==> src/rtl/fwd_hazard_unit.sv <==
// fwd_hazard_unit: EX operand forward selects, load-use stall, store-data
// MEM-to-MEM forward. Define FWD_MEM2MEM_EN to bypass store-data load-use.
module fwd_hazard_unit #(
  parameter int REG_AW  = 4,
  parameter int NUM_SRC = 2,
  parameter int DEPTH   = 2,
  parameter int SELW    = $clog2(DEPTH + 1)
) (
  input  logic                      clk,
  input  logic                      rst_n,
  input  logic                      id_valid,
  input  logic                      id_we,
  input  logic                      id_ld,
  input  logic                      id_st,
  input  logic [REG_AW-1:0]         id_rd,
  input  logic [NUM_SRC*REG_AW-1:0] id_src,
  input  logic                      flush,
  output logic [NUM_SRC*SELW-1:0]   ex_fwd_sel,
  output logic                      stall,
  output logic                      mem2mem_fwd,
  output logic [15:0]               stall_cnt
);

  logic [DEPTH-1:0]              v_q;
  logic [DEPTH-1:0]              we_q;
  logic [DEPTH-1:0][REG_AW-1:0]  rd_q;
  logic                          ld_q;
  logic [NUM_SRC-1:0][DEPTH-1:0] hit;
  logic [NUM_SRC-1:0]            lu;
  logic [NUM_SRC*SELW-1:0]       sel_d;
  logic [NUM_SRC*SELW-1:0]       sel_q;
  logic [15:0]                   cnt_q;
  logic                          m2m_case;
  logic                          load;

  always_comb begin
    hit = '0;
    for (int i = 0; i < NUM_SRC; i++) begin
      for (int k = 0; k < DEPTH; k++) begin
        hit[i][k] = v_q[k] & we_q[k] &
                    (|rd_q[k]) &
                    (rd_q[k] == id_src[i*REG_AW +: REG_AW]);
      end
    end
  end

  always_comb begin
    lu = '0;
    for (int i = 0; i < NUM_SRC; i++) begin
      lu[i] = hit[i][0] & ld_q;
    end
    lu[1] = lu[1] & ~m2m_case;
  end

  assign stall = id_valid & ~flush & (|lu);
  assign load  = id_valid & ~flush & ~stall;

  // Downward scan so the youngest matching slot wins.
  always_comb begin
    sel_d = '0;
    for (int i = 0; i < NUM_SRC; i++) begin
      for (int k = DEPTH - 1; k >= 0; k--) begin
        if (hit[i][k] && !(i == 1 && k == 0 && m2m_case)) begin
          sel_d[i*SELW +: SELW] = SELW'(k + 1);
        end
      end
    end
  end

  always_ff @(posedge clk or negedge rst_n) begin
    if (!rst_n) begin
      v_q   <= '0;
      we_q  <= '0;
      rd_q  <= '0;
      ld_q  <= 1'b0;
      sel_q <= '0;
      cnt_q <= '0;
    end else begin
      v_q   <= {v_q[DEPTH-2:0], load};
      we_q  <= {we_q[DEPTH-2:0], id_we};
      rd_q  <= {rd_q[DEPTH-2:0], id_rd};
      ld_q  <= id_ld;
      sel_q <= load ? sel_d : '0;
      if (stall && cnt_q != 16'hFFFF) begin
        cnt_q <= cnt_q + 16'd1;
      end
    end
  end

  assign ex_fwd_sel = sel_q;
  assign stall_cnt  = cnt_q;

`ifdef FWD_MEM2MEM_EN
  logic m2m0_q;
  logic m2m_fwd_q;

  assign m2m_case = id_st & hit[1][0] & ld_q & ~hit[0][0];

  always_ff @(posedge clk or negedge rst_n) begin
    if (!rst_n) begin
      m2m0_q    <= 1'b0;
      m2m_fwd_q <= 1'b0;
    end else begin
      m2m0_q    <= load & m2m_case;
      m2m_fwd_q <= v_q[0] & m2m0_q;
    end
  end

  assign mem2mem_fwd = m2m_fwd_q;
`else
  logic st_unused;

  assign st_unused   = id_st;
  assign m2m_case    = 1'b0;
  assign mem2mem_fwd = 1'b0;
`endif

endmodule
==> config.mk <==
export PLATFORM = sky130hd
export DESIGN_NAME = fwd_hazard_unit
export DESIGN_NICKNAME = d
export VERILOG_FILES = /design/src/rtl/fwd_hazard_unit.sv
export SDC_FILE = /design/constraint.sdc
export NUM_CORES = 1
export LEC_CHECK = 0
export ABC_AREA = 1
export CAP_MARGIN = 0
export CORE_MARGIN = 1
export CORE_UTILIZATION = 54
export CTS_CLUSTER_DIAMETER = 30
export DETAILED_ROUTE_END_ITERATION = 16
export GPL_TIMING_DRIVEN = 1
export PLACE_DENSITY = 0.85
export SYNTH_ARGS = -nofsm -noshare
export SYNTH_HDL_FRONTEND = slang
export SYNTH_SLANG_ARGS = --single-unit
==> constraint.sdc <==
create_clock -name clk -period 2.5 [get_ports clk]
set_input_delay 0.25 -clock clk [delete_from_list [all_inputs] [get_ports clk]]
set_output_delay 0.25 -clock clk [all_outputs]
set_load 0.02 [all_outputs]
==> metrics.yaml <==
synth_cells: 247
yosys.area.top_type_share_pct: 44.30
holdBufCountCts: 0
detailedRoute.firstPassIterationCount: 4
skew_ps: 16.55
setup_viol: 0
clk_path_buf_depth: 2
ys_top_cells_by_area: "sky130_fd_sc_hd__dfrtp_1 44%, sky130_fd_sc_hd__nand2_1 18%, sky130_fd_sc_hd__nand4_1 8.4%"
final-max-slew-violation-count: 0
detail_route.vias_per_cell: 5.216
p_switching_uw: 271.4
synth_cell_type_count: 23
track_usage_pct: 27.29
globalRoute.totalOverflow: 0
max-vdd-ir-drop_v: 0.0004034
filler_cell_count: 248
cp_max_fo: 5
synthesis_to_finish_area_growth_pct: 26.58
final-hold-violation-count: 0
antenna_found_initial: 0
layout.cells.most_common_list: "89 x sky130_fd_sc_hd__nand2_1, 37 x sky130_fd_sc_hd__clkdlybuf4s50_1, 33 x sky130_fd_sc_hd__dfrtp_1, 28 x sky130_fd_sc_hd__nor2_1, 26 x sky130_fd_sc_hd__inv_1"
worstSkewPairLatency_ps: 350
layout.cells.most_common: "sky130_fd_sc_hd__nand2_1"
fin_total_pwr_uw: 1082
clock_power_share_pct: 37.7
fp.coreArea_um2: 3153
setup_tns_ps: 0
synth.yosys.warnings: 0
nNetsFinal: 308
synth.yosys.seq_area_share_pct: 44.30
via_count: 1737
floorplan.die.height_um: 60.76
synth.avg_cell_area_um2: 7.548
power_density_nw_per_um2: 458.5
dp_hpwl_um: 2977
synth_top_area_cell: "sky130_fd_sc_hd__dfrtp_1"
final_weighted_congestion_in_routability_driven_placement: 0.8911
portBuffers: 38
ioPinCount: 41
chipWidth_um: 60.76
sequentialPowerShare_pct: 52.2
synth-seq-cells: 33
tightest_slew_ps: 541.3
drt-initial-drc-count: 100
status: "finished, final reports clean"
max_freq_ghz: 0.4435
effective_utilization_at_floorplan_pct: 59.13
post_synth_instance_area_um2: 1864
rsz0062_at_grt: "false"
root_buffer: "sky130_fd_sc_hd__clkbuf_4"
grt_start_max_net_pins: 34
maxCapViolCount: 0
cts_htree_levels: 2
holdCritPathClass: "in2async"
clock_sink_count: 33
postRouteAntennaNets: 0
antenna_cells: 0
clk_transition_reported_paths_ps: 110
critical_path.startpoint_type: "register"
drt-wirelength-per-cell_um: 12.65
cts_made_buffers: 5
area_of_the_die_um2: 3691
critical_path_required_ps: 2250
tritoncts_clock_tree: "built"
finalCoreUtilization_pct: 74.84
grt_pass1_vias: 1648
power_report.internal_total_uw: 810.6
grt_first_pass_wirelength_um: 7176
sw_frac_of_total_pct: 25.08
drive_gt1_share_pct: 5.882
p_leak_uw: 0.001148
timing.final.crit_share_pct: 90.19
core.rowCount: 20
synth_nets: 267
worst-endpoint-arrival_ps: 2000
wl_um: 4212
number_of_remaining_drc_errors: 0
power_frac_comb_pct: 10.1
slew_headroom_pct: 63.83
path_class: "reg2out"
period_needed_ps: 2255
critPathCaptureType: "primary output"
cts_post_setup_buffers_inserted: 0
[path summary, 6_finish.rpt]
path | start | endpoint | slack [ps] | cells past startpoint
max | rd_q[1] | stall | 250 | 9
min | rst_n | we_q[1] | 290 | 2
max reg2reg | stall_cnt[0] | stall_cnt[14] | 520 | 7
min reg2reg | v_q[0] | v_q[1] | 400 | 0
max in group asynchronous | rst_n | stall_cnt[14] | 1910 | 2
min in group clk | id_rd[3] | rd_q[3] | 320 | 1
[cells by family after synthesis]
logic type	count (synthesis)	share of synthesized area (%)
other	1	0.2011
DFF	33	44.30
adders and majority gates	1	0.6710
AOI/OAI and AO/OA	5	1.543
buffers and inverters	33	7.650
and+or+nand+nor	158	38.12
xor gates and xnor gates	16	7.517
[stage by stage]
stage | cell area [um2] | hold slack, ps | instances | setup WS [ps]
3_5_place_dp | 2277 | 378.5 | 325 | 54.08
6_report | 2360 | 292.8 | 333 | 245.2
2_1_floorplan | 1864 | -45.59 | 247 | 822.6
3_3_place_gp | 2277 | 364.8 | 325 | 99.59
4_1_cts | 2360 | 294.6 | 333 | 256.5
5_1_grt | 2360 | 304.3 | 333 | 43.72
[worst max-delay path: stages (launching register included)]
cell	delay (ps)
sky130_fd_sc_hd__dfrtp_1	460
sky130_fd_sc_hd__inv_1	80
sky130_fd_sc_hd__nand2_1	60
sky130_fd_sc_hd__nand2_1	50
sky130_fd_sc_hd__nor2_1	180
sky130_fd_sc_hd__nand3_1	180
sky130_fd_sc_hd__nand2_2	100
sky130_fd_sc_hd__nand2_1	70
sky130_fd_sc_hd__nor3_1	120
sky130_fd_sc_hd__dlygate4sd2_1	350
[cell usage after synthesis]
| cell type | count |
|---|---|
| sky130_fd_sc_hd__inv_1 | 26 |
| sky130_fd_sc_hd__nand4_4 | 1 |
| sky130_fd_sc_hd__nand4_1 | 25 |
| sky130_fd_sc_hd__nor3_1 | 1 |
| sky130_fd_sc_hd__clkbuf_1 | 1 |
| sky130_fd_sc_hd__conb_1 | 1 |
| sky130_fd_sc_hd__nand2_1 | 89 |
| sky130_fd_sc_hd__nand3b_1 | 1 |
| sky130_fd_sc_hd__ha_1 | 1 |
| sky130_fd_sc_hd__xnor2_1 | 13 |
| sky130_fd_sc_hd__buf_4 | 2 |
| sky130_fd_sc_hd__nor3_2 | 2 |
| sky130_fd_sc_hd__a21oi_2 | 1 |
| sky130_fd_sc_hd__buf_2 | 3 |
| sky130_fd_sc_hd__xor2_1 | 3 |
| sky130_fd_sc_hd__nand2_2 | 1 |
| sky130_fd_sc_hd__a21oi_1 | 1 |
| sky130_fd_sc_hd__o21ai_0 | 3 |
| sky130_fd_sc_hd__nand3_2 | 1 |
| sky130_fd_sc_hd__buf_6 | 1 |
| sky130_fd_sc_hd__dfrtp_1 | 33 |
| sky130_fd_sc_hd__nand3_1 | 9 |
| sky130_fd_sc_hd__nor2_1 | 28 |
[layout make-up]
type	instances	area, um2	area share, %
Multi-Input combinational cell	181	895.9	37.96
Sequential cell	33	825.8	34.99
Timing Repair Buffer	41	401.6	17.02
Inverter	26	97.59	4.136
Tap cell	44	55.05	2.333
Clock inverter	3	46.29	1.962
Clock buffer	5	37.54	1.591
[power by group through the flow]
stage | clock, uW | combinational, uW | sequential (uW)
after floorplan | 0 | 48.3 | 574
after global placement | 0 | 106 | 573
after detailed placement | 0 | 109 | 574
after CTS | 415 | 110 | 564
after global routing | 435 | 122 | 567
final | 408 | 110 | 565
[state kept, by name, summed over array words and instances, names as in the netlist]
signal,cells
stall_cnt,16
rd_q,8
ex_fwd_sel,4
v_q,2
we_q,2
ld_q,1
[layer usage]
metal,up-vias,wire [um],GRT usage [%]
li1,871,-,-
met3,10,325,6.610
met1,777,1857,34.57
met2,79,1972,43.64
met4,0,57,13.96
met5,-,0,0
[what timing repair did]
action / CTS / global route
endpoints found under the setup margin: 1 / 0
resized for setup: 1 / 0
endpoints found under the hold margin: 0 / 0
Power figures use the tool's default switching activity.
